--- src/rtl/trivium_pkg.sv ---
// Shared types and default parameters for the Trivium sequencer slice.
// Holds the state encoding, byte type and the default session geometry.
package trivium_pkg;

  localparam int KEY_BYTES_DEF  = 10;
  localparam int IV_BYTES_DEF   = 10;
  localparam int WARMUP_CYC_DEF = 1152;
  localparam int LEN_W_DEF      = 16;

  typedef logic [7:0] byte_t;
  typedef logic [2:0] state_t;

  localparam state_t ST_IDLE     = 3'd0;
  localparam state_t ST_LOAD_KEY = 3'd1;
  localparam state_t ST_LOAD_IV  = 3'd2;
  localparam state_t ST_WARMUP   = 3'd3;
  localparam state_t ST_RUN      = 3'd4;
  localparam state_t ST_DONE     = 3'd5;

  // Sizes the shared load/warm-up counter for the largest of the three phases.
  function automatic int max3(input int a, input int b, input int c);
    int m;
    m = (a > b) ? a : b;
    return (m > c) ? m : c;
  endfunction

endpackage

--- src/rtl/trivium_seq_cnt.sv ---
// Loadable down-counter with zero and last-count flags; saturates at zero.
// Clear has priority over load, load over decrement.
module trivium_seq_cnt
  import trivium_pkg::*;
#(
  parameter int W = 16
) (
  input  logic         clk_i,
  input  logic         rst_ni,
  input  logic         clr_i,
  input  logic         load_i,
  input  logic [W-1:0] load_val_i,
  input  logic         dec_i,
  output logic         zero_o,
  output logic         last_o
);

  logic [W-1:0] cnt_q, cnt_d;

  always_comb begin
    cnt_d = cnt_q;
    if (clr_i) begin
      cnt_d = '0;
    end else if (load_i) begin
      cnt_d = load_val_i;
    end else if (dec_i && (cnt_q != '0)) begin
      cnt_d = cnt_q - W'(1);
    end
  end

  always_ff @(posedge clk_i or negedge rst_ni) begin
    if (!rst_ni) begin
      cnt_q <= '0;
    end else begin
      cnt_q <= cnt_d;
    end
  end

  assign zero_o = (cnt_q == '0);
  assign last_o = (cnt_q == W'(1));

endmodule

--- src/rtl/trivium_seq_ctrl.sv ---
// Sequencer: loads key/IV bytes into the Trivium core, times warm-up, then
// gates keystream bytes into the FIFO. Optional byte_cnt_o via TRIV_SEQ_CNT_EN.
module trivium_seq_ctrl
  import trivium_pkg::*;
#(
  parameter int KEY_BYTES  = KEY_BYTES_DEF,
  parameter int IV_BYTES   = IV_BYTES_DEF,
  parameter int WARMUP_CYC = WARMUP_CYC_DEF,
  parameter int LEN_W      = LEN_W_DEF
) (
  input  logic             clk_i,
  input  logic             rst_ni,
  input  logic             start_i,
  input  logic [LEN_W-1:0] req_len_i,
  input  logic             abort_i,
  input  logic [7:0]       host_din_i,
  input  logic             host_valid_i,
  output logic             host_ready_o,
  output logic [7:0]       core_din_o,
  output logic             core_stb_key_o,
  output logic             core_stb_data_o,
  output logic             core_en_o,
  input  logic             core_wt_sgn_i,
  input  logic             fifo_full_i,
  output logic             fifo_write_o,
  output logic             busy_o,
  output logic             done_o
`ifdef TRIV_SEQ_CNT_EN
  , output logic [31:0]    byte_cnt_o
`endif
);

  localparam int LD_W = $clog2(max3(KEY_BYTES, IV_BYTES, WARMUP_CYC) + 1);

  state_t          state_q, state_d;
  byte_t           core_din_q;
  logic            stb_key_q, stb_data_q, core_en_q, core_en_d;
  logic            accept;
  logic            ld_load, ld_dec, ld_zero, ld_last;
  logic [LD_W-1:0] ld_val;
  logic            rem_load, rem_dec, rem_zero, rem_last;

  trivium_seq_cnt #(.W(LD_W)) u_ld_cnt (
    .clk_i      (clk_i),
    .rst_ni     (rst_ni),
    .clr_i      (abort_i),
    .load_i     (ld_load),
    .load_val_i (ld_val),
    .dec_i      (ld_dec),
    .zero_o     (ld_zero),
    .last_o     (ld_last)
  );

  trivium_seq_cnt #(.W(LEN_W)) u_rem_cnt (
    .clk_i      (clk_i),
    .rst_ni     (rst_ni),
    .clr_i      (abort_i),
    .load_i     (rem_load),
    .load_val_i (req_len_i),
    .dec_i      (rem_dec),
    .zero_o     (rem_zero),
    .last_o     (rem_last)
  );

  // abort masks ready so the host never sees a byte taken on the abort cycle
  assign host_ready_o = !abort_i && ((state_q == ST_LOAD_KEY) || (state_q == ST_LOAD_IV));
  assign accept       = host_ready_o && host_valid_i;
  assign fifo_write_o = core_wt_sgn_i && (state_q == ST_RUN) && !fifo_full_i && !rem_zero;

  always_comb begin
    state_d  = state_q;
    ld_load  = 1'b0;
    ld_val   = '0;
    ld_dec   = 1'b0;
    rem_load = 1'b0;
    rem_dec  = 1'b0;
    case (state_q)
      ST_IDLE: begin
        if (start_i && (req_len_i != '0)) begin
          state_d  = ST_LOAD_KEY;
          ld_load  = 1'b1;
          ld_val   = LD_W'(KEY_BYTES);
          rem_load = 1'b1;
        end
      end
      ST_LOAD_KEY: begin
        if (accept) begin
          ld_dec = 1'b1;
          if (ld_last || ld_zero) begin
            state_d = ST_LOAD_IV;
            ld_load = 1'b1;
            ld_val  = LD_W'(IV_BYTES);
          end
        end
      end
      ST_LOAD_IV: begin
        if (accept) begin
          ld_dec = 1'b1;
          if (ld_last || ld_zero) begin
            state_d = ST_WARMUP;
            ld_load = 1'b1;
            ld_val  = LD_W'(WARMUP_CYC);
          end
        end
      end
      ST_WARMUP: begin
        ld_dec = 1'b1;
        if (ld_last || ld_zero) begin
          state_d = ST_RUN;
        end
      end
      ST_RUN: begin
        if (fifo_write_o) begin
          rem_dec = 1'b1;
          if (rem_last) begin
            state_d = ST_DONE;
          end
        end
      end
      ST_DONE: begin
        state_d = ST_IDLE;
      end
      default: begin
        state_d = ST_IDLE;
      end
    endcase
    if (abort_i) begin
      state_d = ST_IDLE;
    end
  end

  // Core runs through all of warm-up, and in RUN only while the FIFO has room.
  assign core_en_d = (state_d == ST_WARMUP) || ((state_d == ST_RUN) && !fifo_full_i);

  always_ff @(posedge clk_i or negedge rst_ni) begin
    if (!rst_ni) begin
      state_q    <= ST_IDLE;
      core_din_q <= '0;
      stb_key_q  <= 1'b0;
      stb_data_q <= 1'b0;
      core_en_q  <= 1'b0;
    end else begin
      state_q    <= state_d;
      stb_key_q  <= accept && (state_q == ST_LOAD_KEY);
      stb_data_q <= accept && (state_q == ST_LOAD_IV);
      core_en_q  <= core_en_d;
      if (accept) begin
        core_din_q <= host_din_i;
      end
    end
  end

  assign core_din_o      = core_din_q;
  assign core_stb_key_o  = stb_key_q;
  assign core_stb_data_o = stb_data_q;
  assign core_en_o       = core_en_q;
  assign busy_o          = (state_q != ST_IDLE);
  assign done_o          = (state_q == ST_DONE);

`ifdef TRIV_SEQ_CNT_EN
  logic [31:0] byte_cnt_q;

  always_ff @(posedge clk_i or negedge rst_ni) begin
    if (!rst_ni) begin
      byte_cnt_q <= '0;
    end else if (fifo_write_o) begin
      byte_cnt_q <= byte_cnt_q + 32'd1;
    end
  end

  assign byte_cnt_o = byte_cnt_q;
`endif

endmodule

--- config.mk ---
export PLATFORM = sky130hd
export DESIGN_NAME = trivium_seq_ctrl
export DESIGN_NICKNAME = d
export VERILOG_FILES = /design/src/rtl/trivium_pkg.sv /design/src/rtl/trivium_seq_cnt.sv /design/src/rtl/trivium_seq_ctrl.sv
export SDC_FILE = /design/constraint.sdc
export NUM_CORES = 1
export LEC_CHECK = 0
export CORE_MARGIN = 5
export CORE_UTILIZATION = 44
export DETAILED_ROUTE_END_ITERATION = 12
export PLACE_DENSITY = 0.78
export SETUP_SLACK_MARGIN = 0.2
export SKIP_LAST_GASP = 1
export SLEW_MARGIN = 20
export SYNTH_ARGS = -nofsm -noshare
export SYNTH_HDL_FRONTEND = slang
export SYNTH_SLANG_ARGS = --single-unit
--- constraint.sdc ---
create_clock -name clk_i -period 2.9 [get_ports clk_i]
set_input_delay 0.725 -clock clk_i [delete_from_list [all_inputs] [get_ports clk_i]]
set_output_delay 0.725 -clock clk_i [all_outputs]
set_load 0.01 [all_outputs]
# After elaboration in Yosys (flattened, before gate mapping)

Index checks and enable logic that the tools add are counted.

$add $sub $neg: 2
Eq/ne operators: 9
Multiplexer cells: 31
Reduce and logical (&&, ||, !) cells: 27

Operator list:

| operator                | count |
|---|---|
| $mux W11                | 5 |
| $mux W16                | 3 |
| $pmux W11 S3            | 1 |
| $reduce_bool A16 Y1     | 2 |
| $mux W3                 | 9 |
| $eq A16 B1 Y1 const B   | 1 |
| $logic_not A16 Y1       | 1 |
| $sub A16 B1 Y16 const B | 1 |
| $pmux W3 S5             | 1 |
| $mux W4                 | 3 |
| $eq A11 B1 Y1 const B   | 1 |
| $logic_and A1 B1 Y1     | 11 |
| $logic_not A11 Y1       | 1 |
| $reduce_bool A11 Y1     | 1 |
| $sub A11 B1 Y11 const B | 1 |
| $eq A3 B2 Y1 const B    | 3 |
| $eq A3 B3 Y1 const B    | 3 |
| $reduce_bool A3 Y1      | 3 |
| $mux W1                 | 7 |
| $pmux W1 S2             | 2 |
| $eq A3 B1 Y1 const B    | 1 |
| $logic_not A1 Y1        | 3 |
| $logic_not A3 Y1        | 1 |
| $logic_or A1 B1 Y1      | 3 |
| $reduce_or A2 Y1        | 1 |

Flip-flop bits (word level): 41
Bits of input ports: 31
Output and inout port bits: 15
Logic and storage cells: 76

# Logic depth before layout (Yosys ltp)

Depth after elaboration: 10
Depth in mapped cells: 9
Mapped depth without buffers: 8

# Cells and area by module

A second synthesis with hierarchy kept.

Cell total of the unflattened synthesis: 275
Area, all modules: 2611.3 sq um

Modules (own cells, without submodules):

| module                      | times used | cells an instance | area an instance (sq um) | seq. area each (sq um) |
|---|---|---|---|---|
| trivium_seq_cnt (u_rem_cnt) | 1          | 123               | 1101.1                   | 400.4 |
| trivium_seq_ctrl            | 1          | 72                | 762.0                    | 350.3 |
| trivium_seq_cnt (u_ld_cnt)  | 1          | 80                | 748.2                    | 275.3 |

# Worst setup path before layout

Ideal clock, no wire load.

Kind: input to register
From: input abort_i
To: register u_ld_cnt.cnt_q[7]
Library setup time: 0.129 ns
Arrival: 2.142 ns
Required time: 2.771 ns
Setup slack: 0.628 ns
Stages on the path: 9
Buffers on the path: 3
Cell sequence: clkbuf_1 -> nand2b_1 -> or3_1 -> buf_2 -> inv_1 -> a21boi_1 -> nand2b_1 -> clkbuf_1 -> o21ai_1

Word-level cells in the longest chain between the ends: 7
Elaborated cells between the ends (all ways): 13
Those cells by class: 8 x mux; 5 x reduce/logical

RTL lines:

| item                                            | line                                         | RTL |
|---|---|---|
| start: declaration                              | trivium_seq_ctrl.sv:15                       | `input logic abort_i,` |
| $logic_not A1 Y1                                | trivium_seq_ctrl.sv:66                       | `assign host_ready_o = !abort_i && ((state_q == ST_LOAD_KEY) \|\| (state_q == ST_LOAD_IV));` |
| $logic_and A1 B1 Y1                             | trivium_seq_ctrl.sv:66                       |  |
| $logic_and A1 B1 Y1                             | trivium_seq_ctrl.sv:67                       | `assign accept = host_ready_o && host_valid_i;` |
| $mux W11 (tied with other cells)                | trivium_seq_ctrl.sv:97                       | `if (accept) begin` |
| $pmux W11 S3 or $pmux W1 S2 (tied branches)     | trivium_seq_ctrl.sv:77                       | `case (state_q)` |
| $mux W11 or $logic_and A1 B1 Y1 (tied branches) | trivium_seq_cnt.sv:24, trivium_seq_cnt.sv:26 |  |
| $mux W11 or $reduce_bool A3 Y1 (tied branches)  | --                                           |  |
| end signal: assignment                          | trivium_seq_cnt.sv:35                        | `cnt_q <= cnt_d;` |
| end: declaration                                | trivium_seq_cnt.sv:18                        | `logic [W-1:0] cnt_q, cnt_d;` |

Parallel ways exist; a longest one is shown, timed or not.
A chain may end at the register's enable or synchronous reset.

# Final worst setup path

From: input core_wt_sgn_i
To: register u_rem_cnt.cnt_q[9]

Word-level cells in the longest chain between the ends: 7

RTL lines:

| item                                | line                    | RTL |
|---|---|---|
| start: declaration                  | trivium_seq_ctrl.sv:23  | `input logic core_wt_sgn_i,` |
| $logic_and A1 B1 Y1 (3 in a row)    | trivium_seq_ctrl.sv:68  | `assign fifo_write_o = core_wt_sgn_i && (state_q == ST_RUN) && !fifo_full_i && !rem_zero;` |
| $mux W1                             | trivium_seq_ctrl.sv:113 | `if (fifo_write_o) begin` |
| $mux W1                             | trivium_seq_ctrl.sv:77  |  |
| $logic_and A1 B1 Y1                 | trivium_seq_cnt.sv:26   | `end else if (dec_i && (cnt_q != '0)) begin` |
| $reduce_bool A3 Y1 (no source line) | --                      |  |
| end signal: assignment              | trivium_seq_cnt.sv:35   |  |
| end: declaration                    | trivium_seq_cnt.sv:18   |  |

Every way passes these cells.

==> impl_metrics.toml <==
[drt]
wl_per_cell_um = 14.7
dr.pass1.iters = 4
routed-via-count = 2013
drcViolationCount = 0
routed_wl_mm = 5.43
drt_iter0_markers = 108
antenna_left = 0
avgViaCountPerCell = 5.46

[timing]
final.min_clock_period_ns = 2.59
clock_skew_ns = 0.00660
finalCritPeriodShare = 0.894
grt_setup_unrepaired = "no"
fmax_mhz = 386
drv_slew = 0
setup_viol = 0
hold_slack_ns = 0.507
worst_pin_slew_ns = 0.897
hold_viol = 0
max_slew_margin = 0.402
fin_ws_ns = 0.307

[yosys]
synth_top_area_share = 0.437
synth_compound_area_frac = 0.117
synthSimpleGateAreaFrac = 0.252
yosys_warnings = 0
syn_nets = 278
yosysSeqAreaShare = 0.437
yosysTopAreaCell = "dfrtp_1"
synth.distinct_cells = 51
synth_xor_area_frac = 0.0783
ys_ff_latch = 41
syn_inst = 241
ys.flop_type = "dfrtp_1"
synth_area_leaders = "dfrtp_1, nor2_1, xnor2_1"
synth_edf_count = 0
muxShareOfSynthArea = 0.0431
avgSynthCellArea_um2 = 9.75
synthAdderAreaFrac = 0.0362
async_reset_ff_frac = 1.00
synth_top_family_by_area = "simple AND/OR/NAND/NOR gates"
synth_area_mm2 = 0.00235

[power_and_ir_drop]
p_leak_uw = 0.00130
power_density_mw_per_mm2 = 611
peakVddDrop_v = 0.000277
power_uw = 1900

[worst_hold_path]
hp-class = "flip-flop to flip-flop"

[clock_network]
cts_buffers = 5
clk_pin_slew_ns = 0.08
cts-root-buf = "clkbuf_8"
h-tree-depth = 2
cts_tree = "done"
cts_setup_buffers = 0
clockBufferDepth = 2
cts.sinks = 41
cts_hold_buf = 0
insertion_delay_ns = 0.29

[die]
pin_count = 46
start_util = 0.457
num_rows = 26
core-area_mm2 = 0.00514
die_h_um = 83.1
die-area_mm2 = 0.00690
die_x_um = 83.1

[worst_setup_path]
slowest_delay_ns = 0.46
path_buf_inv = 2
worstPathRequired_ns = 3.10
worstSetupPathType = "input pin to flip-flop"
crit_family = "simple AND/OR/NAND/NOR gates"
crit_chain = "clkdlybuf4s50_1, nand4bb_1, buf_4, nor4_1, o21ai_1, or3_1, a311oi_1"
ff2ff_setup_slack_ns = 0.59
startpoint_type = "input pin"
worst_path_max_delay_cell = "clkdlybuf4s50_1"
end_kind = "flip-flop"
crit_fanout = 7
arrival_ns = 2.79

[grt]
grt_pass1_vias = 1996
grt_first_pass_wirelength_mm = 9.45
antenna_found_initial = 0
grt_remaining_overflow = 0
grt_max_degree = 42
grt_usage = 0.164

[placed_design]
place_congestion = 0.815
io_buffer_count = 45
hpwl_mm = 4.08
post-place-ws_ns = -0.122

[final_layout]
fin_util = 0.605
syn_to_final_growth_pct = 32.3
drive_gt1_frac = 0.157
antennaDiodeCount = 0
fin_nets = 335

[run_status]
run_status = "finished, final reports clean"

[run]
cap_violations = 0
-- state kept, by name (all words and copies together), names as in the netlist --
register	flops
core_stb_key_o	1
core_stb_data_o	1
u_ld_cnt.cnt_q	11
u_rem_cnt.cnt_q	16
state_q	3
core_en_o	1
core_din_o	8
-- final timing paths --
path	to	cells past startpoint	from
worst max-delay path	u_rem_cnt.cnt_q[9]	7	core_wt_sgn_i
worst min-delay path	core_din_o[7]	1	core_din_o[7]
worst max register to register	core_en_o	5	u_ld_cnt.cnt_q[7]
worst min register to register	core_din_o[7]	1	core_din_o[7]
max in group asynchronous	u_ld_cnt.cnt_q[1]	1	rst_ni
min in group asynchronous	u_ld_cnt.cnt_q[10]	1	rst_ni
-- metal layers --
layer / share of wire / vias up / global-route usage
met5: 0 / - / 0
met4: 0.010 / 0 / 0.0401
met3: 0.039 / 5 / 0.0386
met2: 0.50 / 39 / 0.287
met1: 0.45 / 979 / 0.204
li1: - / 990 / -
-- Yosys cell counts (3+ instances only) --
| master | n |
|---|---|
| xor2_1 | 10 |
| o21a_1 | 3 |
| or3_1 | 3 |
| nand2_1 | 9 |
| nor4_1 | 11 |
| nand4_1 | 5 |
| mux2_2 | 8 |
| o21ai_1 | 3 |
| nor2b_1 | 3 |
| a21oi_1 | 4 |
| a211oi_1 | 12 |
| ha_1 | 6 |
| o21ai_0 | 4 |
| dfrtp_1 | 41 |
| nor3_1 | 11 |
| nand3_1 | 6 |
| clkbuf_1 | 9 |
| nor2_1 | 30 |
| nand2b_1 | 6 |
| xnor2_1 | 11 |
| inv_1 | 8 |
-- timing repair --
| action | in CTS | in global routing |
|---|---|---|
| pin swaps | 1 | 1 |
| setup endpoints to repair | 2 | 4 |
| hold endpoints to repair | 0 | 0 |
| resized for setup | 4 | 6 |
-- cells by family (layout without fill, tap and decap cells) --
group,Yosys count,after routing
XOR/XNOR,21,21
buffers and inverters,20,78
flip-flops,41,41
multiplexers,9,9
AO/OA/AOI/OAI,39,39
adder cells (fa/ha/maj),7,7
AND/OR/NAND/NOR,104,104
-- where the power goes --
part / switching, µW / internal (µW)
clock: 196 / 342
combinational: 283 / 338
sequential: 70.0 / 669
total: 549 / 1350
-- layout by cell type (no fill, tap or decap), drive strengths merged, types with 7 or more instances in the layout --
| master | count |
|---|---|
| nor3 | 11 |
| xor2 | 10 |
| nand2 | 9 |
| dfrtp | 41 |
| a211oi | 12 |
| xnor2 | 11 |
| inv | 8 |
| buf | 18 |
| clkdlybuf4s50 | 42 |
| nor2 | 30 |
| o21ai | 7 |
| mux2 | 9 |
| nor4 | 13 |
-- through the flow --
step	cells	setup TNS (ns)	cell area, µm²
floorplan	241	0	2350
global placement	361	-0.114	2960
detailed placement	361	-0.122	2960
CTS	369	0	3090
global route	369	0	3110
finish	369	0	3110
-- area by class of cell --
type	instances	area, µm²
Sequential cell	41	1030
Fill cell	469	2030
Multi-Input combinational cell	180	1260
Clock inverter	3	65.1
Inverter	8	30.0
Timing Repair Buffer	62	567
Tap cell	70	87.6
Clock buffer	5	68.8
No activity file was read; power rests on OpenSTA's default activity.
